## src/rtl/vga_sync_if.sv

```systemverilog
// vga_sync_if: raster bus from vga_sync_gen to the downstream pixel/object logic.
//   HCount, VCount  10-bit raster coordinates (column, line)
//   hsync, vsync    sync levels for the VGA connector
//   video_on        high while the coordinates are in the visible area
//   pixel_tick      one-clk strobe; the coordinates advance at the end of it
//   frame_tick      one-clk strobe in the clk where the raster has wrapped to (0,0)
// master: the timing generator drives everything; slave: consumers observe it.
interface vga_sync_if;
  logic [9:0] HCount;
  logic [9:0] VCount;
  logic       hsync;
  logic       vsync;
  logic       video_on;
  logic       pixel_tick;
  logic       frame_tick;

  modport master (
    output HCount, VCount, hsync, vsync, video_on, pixel_tick, frame_tick
  );

  modport slave (
    input HCount, VCount, hsync, vsync, video_on, pixel_tick, frame_tick
  );
endinterface

```

## src/rtl/vga_sync_gen.sv

```systemverilog
// vga_sync_gen: VGA raster timing generator.
// A clk divider produces the pixel enable; a column/line counter pair walks the
// raster, and sync/visible flags are decoded from the same next-state values
// the counters load, so all outputs stay aligned to HCount/VCount.
// Ports:
//   clk      system clock
//   reset_n  synchronous reset, active-low
//   vga      vga_sync_if.master: HCount, VCount, hsync, vsync, video_on,
//            pixel_tick, frame_tick
// H_TOTAL and V_TOTAL must not exceed 1024 (10-bit counters).
module vga_sync_gen #(
  parameter int H_DISPLAY = 640,
  parameter int H_FRONT   = 16,
  parameter int H_SYNC    = 96,
  parameter int H_BACK    = 48,
  parameter int V_DISPLAY = 480,
  parameter int V_FRONT   = 10,
  parameter int V_SYNC    = 2,
  parameter int V_BACK    = 33,
  parameter int CLK_DIV   = 2,
  parameter bit SYNC_POL  = 1'b0
) (
  input logic        clk,
  input logic        reset_n,
  vga_sync_if.master vga
);

  localparam int H_TOTAL = H_DISPLAY + H_FRONT + H_SYNC + H_BACK;
  localparam int V_TOTAL = V_DISPLAY + V_FRONT + V_SYNC + V_BACK;
  localparam int DIV_W   = (CLK_DIV > 1) ? $clog2(CLK_DIV) : 1;

  localparam logic [DIV_W-1:0] DIV_LAST = DIV_W'(CLK_DIV - 1);
  localparam logic [DIV_W-1:0] DIV_ONE  = DIV_W'(1);

  localparam logic [9:0] H_LAST   = 10'(H_TOTAL - 1);
  localparam logic [9:0] V_LAST   = 10'(V_TOTAL - 1);
  localparam logic [9:0] H_VIS    = 10'(H_DISPLAY);
  localparam logic [9:0] V_VIS    = 10'(V_DISPLAY);
  localparam logic [9:0] HS_FIRST = 10'(H_DISPLAY + H_FRONT);
  localparam logic [9:0] HS_LAST  = 10'(H_DISPLAY + H_FRONT + H_SYNC - 1);
  localparam logic [9:0] VS_FIRST = 10'(V_DISPLAY + V_FRONT);
  localparam logic [9:0] VS_LAST  = 10'(V_DISPLAY + V_FRONT + V_SYNC - 1);

  logic [DIV_W-1:0] div_cnt;
  logic [DIV_W-1:0] div_next;
  logic [9:0]       h_cnt;
  logic [9:0]       v_cnt;
  logic [9:0]       h_next;
  logic [9:0]       v_next;
  logic             frame_wrap;
  logic             pixel_tick_q;
  logic             frame_tick_q;
  logic             hsync_q;
  logic             vsync_q;
  logic             video_on_q;

  // Next-state of divider and raster. The counters move only in the clk where
  // pixel_tick is high, so the strobe seen downstream marks the last clk of a pixel.
  always_comb begin
    // NOTE: every combinational output gets a default first so no path leaves it
    // unassigned; otherwise synthesis would infer a latch to hold the old value.
    div_next   = (div_cnt == DIV_LAST) ? '0 : div_cnt + DIV_ONE;
    h_next     = h_cnt;
    v_next     = v_cnt;
    frame_wrap = 1'b0;
    if (pixel_tick_q) begin
      if (h_cnt == H_LAST) begin
        h_next = '0;
        if (v_cnt == V_LAST) begin
          v_next     = '0;
          frame_wrap = 1'b1;
        end else begin
          v_next = v_cnt + 10'd1;
        end
      end else begin
        h_next = h_cnt + 10'd1;
      end
    end
  end

  // NOTE: reset is sampled only on the clock edge, so it sits inside the clocked
  // branch rather than in the sensitivity list.
  always_ff @(posedge clk) begin
    if (!reset_n) begin
      div_cnt      <= '0;
      pixel_tick_q <= 1'b0;
      h_cnt        <= '0;
      v_cnt        <= '0;
      frame_tick_q <= 1'b0;
      hsync_q      <= ~SYNC_POL;
      vsync_q      <= ~SYNC_POL;
      video_on_q   <= 1'b0;
    end else begin
      // NOTE: non-blocking assignments so every register samples the
      // pre-edge values, independent of statement order.
      div_cnt      <= div_next;
      // High for the clk in which the divider sits at its last count; with
      // CLK_DIV=1 this is permanently high once out of reset.
      pixel_tick_q <= (div_next == DIV_LAST);
      h_cnt        <= h_next;
      v_cnt        <= v_next;
      frame_tick_q <= frame_wrap;
      // Decoded from the next counter values so the flags land in the same
      // clk as the coordinates they describe.
      hsync_q      <= ((h_next >= HS_FIRST) && (h_next <= HS_LAST)) ? SYNC_POL : ~SYNC_POL;
      vsync_q      <= ((v_next >= VS_FIRST) && (v_next <= VS_LAST)) ? SYNC_POL : ~SYNC_POL;
      video_on_q   <= (h_next < H_VIS) && (v_next < V_VIS);
    end
  end

  assign vga.HCount     = h_cnt;
  assign vga.VCount     = v_cnt;
  assign vga.hsync      = hsync_q;
  assign vga.vsync      = vsync_q;
  assign vga.video_on   = video_on_q;
  assign vga.pixel_tick = pixel_tick_q;
  assign vga.frame_tick = frame_tick_q;

endmodule

```

## src/flat_wrapper.sv

```systemverilog
// flat-port wrapper written by rule: the top's interface ports become plain ports
module vga_sync_gen_flat 
#(
  parameter int H_DISPLAY = 640,
  parameter int H_FRONT   = 16,
  parameter int H_SYNC    = 96,
  parameter int H_BACK    = 48,
  parameter int V_DISPLAY = 480,
  parameter int V_FRONT   = 10,
  parameter int V_SYNC    = 2,
  parameter int V_BACK    = 33,
  parameter int CLK_DIV   = 2,
  parameter bit SYNC_POL  = 1'b0
)
  (clk, reset_n, vga_HCount, vga_VCount, vga_hsync, vga_vsync, vga_video_on, vga_pixel_tick, vga_frame_tick);
  vga_sync_if vga_i ();
  input logic clk;
  input logic reset_n;
  output wire logic [$bits(vga_i.HCount)-1:0] vga_HCount;
  output wire logic [$bits(vga_i.VCount)-1:0] vga_VCount;
  output wire logic [$bits(vga_i.hsync)-1:0] vga_hsync;
  output wire logic [$bits(vga_i.vsync)-1:0] vga_vsync;
  output wire logic [$bits(vga_i.video_on)-1:0] vga_video_on;
  output wire logic [$bits(vga_i.pixel_tick)-1:0] vga_pixel_tick;
  output wire logic [$bits(vga_i.frame_tick)-1:0] vga_frame_tick;
  assign vga_HCount = vga_i.HCount;
  assign vga_VCount = vga_i.VCount;
  assign vga_hsync = vga_i.hsync;
  assign vga_vsync = vga_i.vsync;
  assign vga_video_on = vga_i.video_on;
  assign vga_pixel_tick = vga_i.pixel_tick;
  assign vga_frame_tick = vga_i.frame_tick;
  vga_sync_gen #(.H_DISPLAY(H_DISPLAY), .H_FRONT(H_FRONT), .H_SYNC(H_SYNC), .H_BACK(H_BACK), .V_DISPLAY(V_DISPLAY), .V_FRONT(V_FRONT), .V_SYNC(V_SYNC), .V_BACK(V_BACK), .CLK_DIV(CLK_DIV), .SYNC_POL(SYNC_POL)) u_core (.clk(clk), .reset_n(reset_n), .vga(vga_i));
endmodule
```

## config.mk

```make
export PLATFORM = sky130hd
export DESIGN_NAME = vga_sync_gen_flat
export DESIGN_NICKNAME = d
export VERILOG_FILES = /design/src/rtl/vga_sync_if.sv /design/src/rtl/vga_sync_gen.sv /design/src/flat_wrapper.sv
export SDC_FILE = /design/constraint.sdc
export NUM_CORES = 1
export LEC_CHECK = 0
export BUFFER_PORTS_ARGS = -buffer_cell sky130_fd_sc_hd__buf_4
export CELL_PAD_IN_SITES_DETAIL_PLACEMENT = 0
export CELL_PAD_IN_SITES_GLOBAL_PLACEMENT = 1
export CORE_MARGIN = 4
export CORE_UTILIZATION = 25
export DETAILED_ROUTE_END_ITERATION = 10
export PLACE_DENSITY_LB_ADDON = 0.1
export SYNTH_ARGS = -nofsm -noshare
export SYNTH_HDL_FRONTEND = slang
export SYNTH_SLANG_ARGS = --single-unit
```

## constraint.sdc

```tcl
create_clock -name clk -period 2.64 [get_ports clk]
set_input_delay 0.528 -clock clk [delete_from_list [all_inputs] [get_ports clk]]
set_output_delay 0.528 -clock clk [all_outputs]
set_load 0.01 [all_outputs]
```

# Word-level counts from Yosys, hierarchy flattened
# Index checks and enable logic that the tools add are counted.
[word_totals] out_inout_bits=25 regBits=25 rom_bits=0 memories=0 in_bits=2 ramBits=0 latchBits=0
[op_classes] div=0 mux=8 bitwise_logic=1 mul=0 n_reduce_logical=5 n_eq_ne=2 n_lt_le_gt_ge=6 shifts=0 add_sub_neg=3
[ops] operator="$mux W10" count=5
[ops] operator="$add A10 B1 Y10 const B" count=2
[ops] operator="$eq A10 B10 Y1 const B" count=2
[ops] operator="$ge A10 B10 Y1 const B" count=1
[ops] operator="$ge A10 B9 Y1 const B" count=1
[ops] operator="$le A10 B10 Y1 const B" count=1
[ops] operator="$le A10 B9 Y1 const B" count=1
[ops] operator="$lt A10 B10 Y1 const B" count=1
[ops] operator="$lt A10 B9 Y1 const B" count=1
[ops] operator="$logic_and A1 B1 Y1" count=3
[ops] operator="$mux W1" count=3
[ops] operator="$reduce_and A3 Y1" count=1
[ops] operator="$reduce_or A2 Y1" count=1
[ops] operator="$add A1 B1 Y1 const B" count=1
[ops] operator="$not A1 Y1" count=1

# Longest topological paths before layout
[depth] word_depth=7 mapped_depth=8

# Worst setup path before layout
# Ideal clock, no wire load.
[synth_path] path_type="reg-to-reg" from="register u_core.h_cnt[0] (netlist: u_core.vga.HCount[0])" to="register u_core.vsync_q (netlist: u_core.vga.vsync)" arrival_time_ps=1820 path_slack_ps=681 required_ps=2501 stages_incl_launch_ff=9 path_cell_list="dfxtp_1 ha_1 nand2_1 or4_1 buf_2 a21o_1 a21oi_2 o21a_1 nand4_1"
[synth_between] elab_chain_cells=6 elab_cells_between_ends=7 cone_classes="order compare (2); eq/ne (1); mux (3); reduce/logical (1)"
[synth_lines] element="start: declaration" line_no="vga_sync_gen.sv:46" text="logic [9:0] h_cnt;"
[synth_lines] element="start signal: assignment" line_no="vga_sync_gen.sv:100" text="h_cnt <= h_next;"
[synth_lines] element="$eq A10 B10 Y1 *" line_no="vga_sync_gen.sv:67" text="if (h_cnt == H_LAST) begin"
[synth_lines] element="$mux W10 *" line_no="vga_sync_gen.sv:67"
[synth_lines] element="$mux W10 *" line_no="vga_sync_gen.sv:66" text="if (pixel_tick_q) begin"
[synth_lines] element="$ge A10 B9 Y1 / $le A10 B9 Y1 (equally long branches)" line_no="vga_sync_gen.sv:106" text="vsync_q <= ((v_next >= VS_FIRST) && (v_next <= VS_LAST)) ? SYNC_POL : ~SYNC_POL;"
[synth_lines] element="$logic_and A1 B1 Y1 *" line_no="vga_sync_gen.sv:106"
[synth_lines] element="$mux W1 *" line_no="vga_sync_gen.sv:106"
[synth_lines] element="end signal: assignment" line_no="vga_sync_gen.sv:91" text="vsync_q <= ~SYNC_POL;"
[synth_lines] element="end signal: assignment" line_no="vga_sync_gen.sv:106"
[synth_lines] element="end: declaration" line_no="vga_sync_gen.sv:54" text="logic vsync_q;"
# Mark *: on every way between the ends. The rest lies on a longest branch, timed or not.
# A chain may end at the register's enable or synchronous reset.

# Worst setup path in the final report
# Ends and elaborated chain as after synthesis.

==> metrics.yaml <==
synthesis:
  synth-xor-area-share_pct: 10.4
  synth_area_leader_cell: "dfxtp_1"
  synthesis.nets: 160
  synth_cells: 155
  synth-compound-area-share_pct: 11.1
  synth_mux_area_share_pct: 0.836
  synth.area.top_cells: "dfxtp_1, nor2_1, xor2_1"
  synthAdderAreaFrac_pct: 2.79
  synth_warnings: 0
  avgSynthCellArea_um2: 8.69
  synth_cell_types: 45
  ys_seq_elements: 25
  yosys.area_share.simple_pct: 31.2
  synth_edf_count: 0
  yosysSeqAreaShare_pct: 37.1
  dominantRegCellSynth: "dfxtp_1"
  synth.top_cell.area_share_pct: 37.1
  synth_top_family_by_area: "simple AND/OR/NAND/NOR gates"
  syn_area_um2: 1350
  synth-async-reset-ratio_pct: 0
flow_run:
  drv_cap: 0
layout:
  layout_commonest_cell: "buf_4"
  drive_gt1_share_pct: 23.9
  fillers: 553
  multi_input_area_um2: 759
  final_cell_mix: "buf_4, dfxtp_1, nor2_1"
  nNetsFinal: 186
  regArea_um2: 500
  synthToLayoutAreaGrowth_pct: 21.3
  antennaDiodeCount: 0
  fin_util_pct: 31.6
timing:
  rsz0062_at_grt: "false"
  hold_viol: 0
  tns_ns: 0
  fin_crit_sh_pct: 88.5
  slew_headroom_pct: 66.5
  max_freq_mhz: 428
  finalSetupViolCount: 0
  min_period_ns: 2.34
  drv_slew: 0
  clock_skew_ns: 0.00375
  worst_pin_slew_ns: 0.498
critical_path:
  crit_path_start_kind: "register"
  cp_max_fo: 5
  reg2reg_to: "u_core.vga.vsync$_SDFF_PN1_"
  critPathCaptureType: "register"
  reg2reg_from: "u_core.vga.HCount[0]$_SDFF_PN0_"
  setup.worst_path.class: "register to register"
  ff2ff_setup_slack_ns: 0.30
  cp.required_ns: 2.77
  ff2ff_path_depth: 7
  critPathArrivalTime_ns: 2.47
drt:
  drt_wl_total_um: 3390
  ant_nets: 0
  num_vias: 1176
  dr.pass1.iters: 4
  dr.first_iter.drc_count: 22
  wl_per_cell_um: 13.5
  viasPerCell: 4.70
  post-route-drc-count: 0
placement:
  hpwlAfterDp_um: 2560
  gp_congestion: 0.780
  numPortBuffers: 26
die:
  design.core.area_um2: 5170
  io_pins: 27
  initial_core_util_pct: 26.1
  rows: 26
  die_area_um2: 6630
  chipWidth_um: 81.4
  die_h_um: 81.4
global_routing:
  antenna_found_initial: 0
  track_usage_pct: 11.1
  grt_pass1_vias: 1139
  grt_max_degree: 15
  grt_pass1_wl_um: 5640
  grt_overflow_total: 0
worst_hold_path:
  hold_end: "u_core.vga.HCount[4]$_SDFF_PN0_"
  hold_depth: 2
  hp-start: "reset_n"
  hp-class: "input pin to register"
cts:
  cts_sinks: 25
  ctsHoldBuffers: 0
  clockBufferDepth: 2
  ctsResizeCount: 0
  clock_latency_ns: 0.27
  cts_tree: "done"
  cts_setup_buffers: 0
  cts_root_buffer: "clkbuf_8"
  cts_buffers: 3
  clk_pin_slew_ns: 0.09
  cts_max_level: 1
pwr:
  p_leak_nw: 0.586
  ir_drop_mv: 0.191
  power_density_nw_per_um2: 394
outcome:
  outcome: "finished, final reports clean"
-- through the flow --
step	worst slack (ns)	total power [mW]	cells	area (um2)	hold slack, ns
after global placement	0.305	0.422	246	1590	0.506
final	0.302	0.644	250	1630	0.503
after global routing	0.00419	0.677	250	1630	0.508
after CTS	0.299	0.659	250	1630	0.496
after floorplan	0.681	0.409	155	1350	0.528
after detailed placement	0.306	0.422	246	1590	0.531
-- layout make-up --
type	instances	area share (%)
clock buffers	3	2.53
clock inverters	1	0.306
inverters	6	1.38
multi-input cells	116	46.5
flip-flops and latches	25	30.6
well taps	70	5.36
repair buffers	29	13.3
-- worst max-delay path: stages (launching register included) --
cell,delay [ns]
dfxtp_1,0.42
ha_1,0.27
nand4_1,0.15
nor4_2,0.41
nand4_1,0.16
xor2_1,0.19
nor4_1,0.45
nand4_1,0.15
-- state kept, by name (all words and copies together), names as in the netlist --
signal,flops
u_core.vga.frame_tick,1
u_core.div_cnt,1
u_core.vga.VCount,10
u_core.vga.hsync,1
u_core.vga.vsync,1
u_core.vga.video_on,1
u_core.vga.HCount,10
-- cell usage after synthesis, drive strengths merged (4+ instances only) --
cell and n:
nor2 22, o21ai 5, xor2 9, nand2 11, inv 6, xnor2 7
nor4 4, nand4 6, dfxtp 25, nand3 10, buf 6, a21oi 9
-- worst max-delay path by stage --
stage | from | to | slack, ns | cells past startpoint
2_1_floorplan | u_core.vga.HCount[0]$_SDFF_PN0_ | u_core.vga.vsync$_SDFF_PN1_ | 0.68 | 8
3_3_place_gp | u_core.vga.HCount[0]$_SDFF_PN0_ | u_core.vga.vsync$_SDFF_PN1_ | 0.31 | 7
3_5_place_dp | u_core.vga.HCount[0]$_SDFF_PN0_ | u_core.vga.vsync$_SDFF_PN1_ | 0.31 | 7
4_1_cts | u_core.vga.HCount[0]$_SDFF_PN0_ | u_core.vga.vsync$_SDFF_PN1_ | 0.30 | 7
5_1_grt | u_core.vga.HCount[0]$_SDFF_PN0_ | u_core.vga.vsync$_SDFF_PN1_ | 0.004 | 7
6_report | u_core.vga.HCount[0]$_SDFF_PN0_ | u_core.vga.vsync$_SDFF_PN1_ | 0.30 | 7
-- per-layer routing --
layer  track usage, %  share of wire, %
met1             14.6                48
met2             17.8                46
met3             2.19               4.5
met4             4.05              0.71
met5                0                 0
-- power by group --
part | switching, mW | total (mW) | internal, mW
Combinational | 0.0161 | 0.0282 | 0.0122
Sequential | 0.00379 | 0.385 | 0.381
Clock | 0.126 | 0.231 | 0.106
Total | 0.146 | 0.644 | 0.499
-- cell families after synthesis --
group / after synthesis
simple gates: 73
mux: 1
compound gates: 23
buf+inv: 14
flops: 25
fa+ha+maj: 3
xor+xnor: 16
No activity file was read; power rests on OpenSTA's default activity.
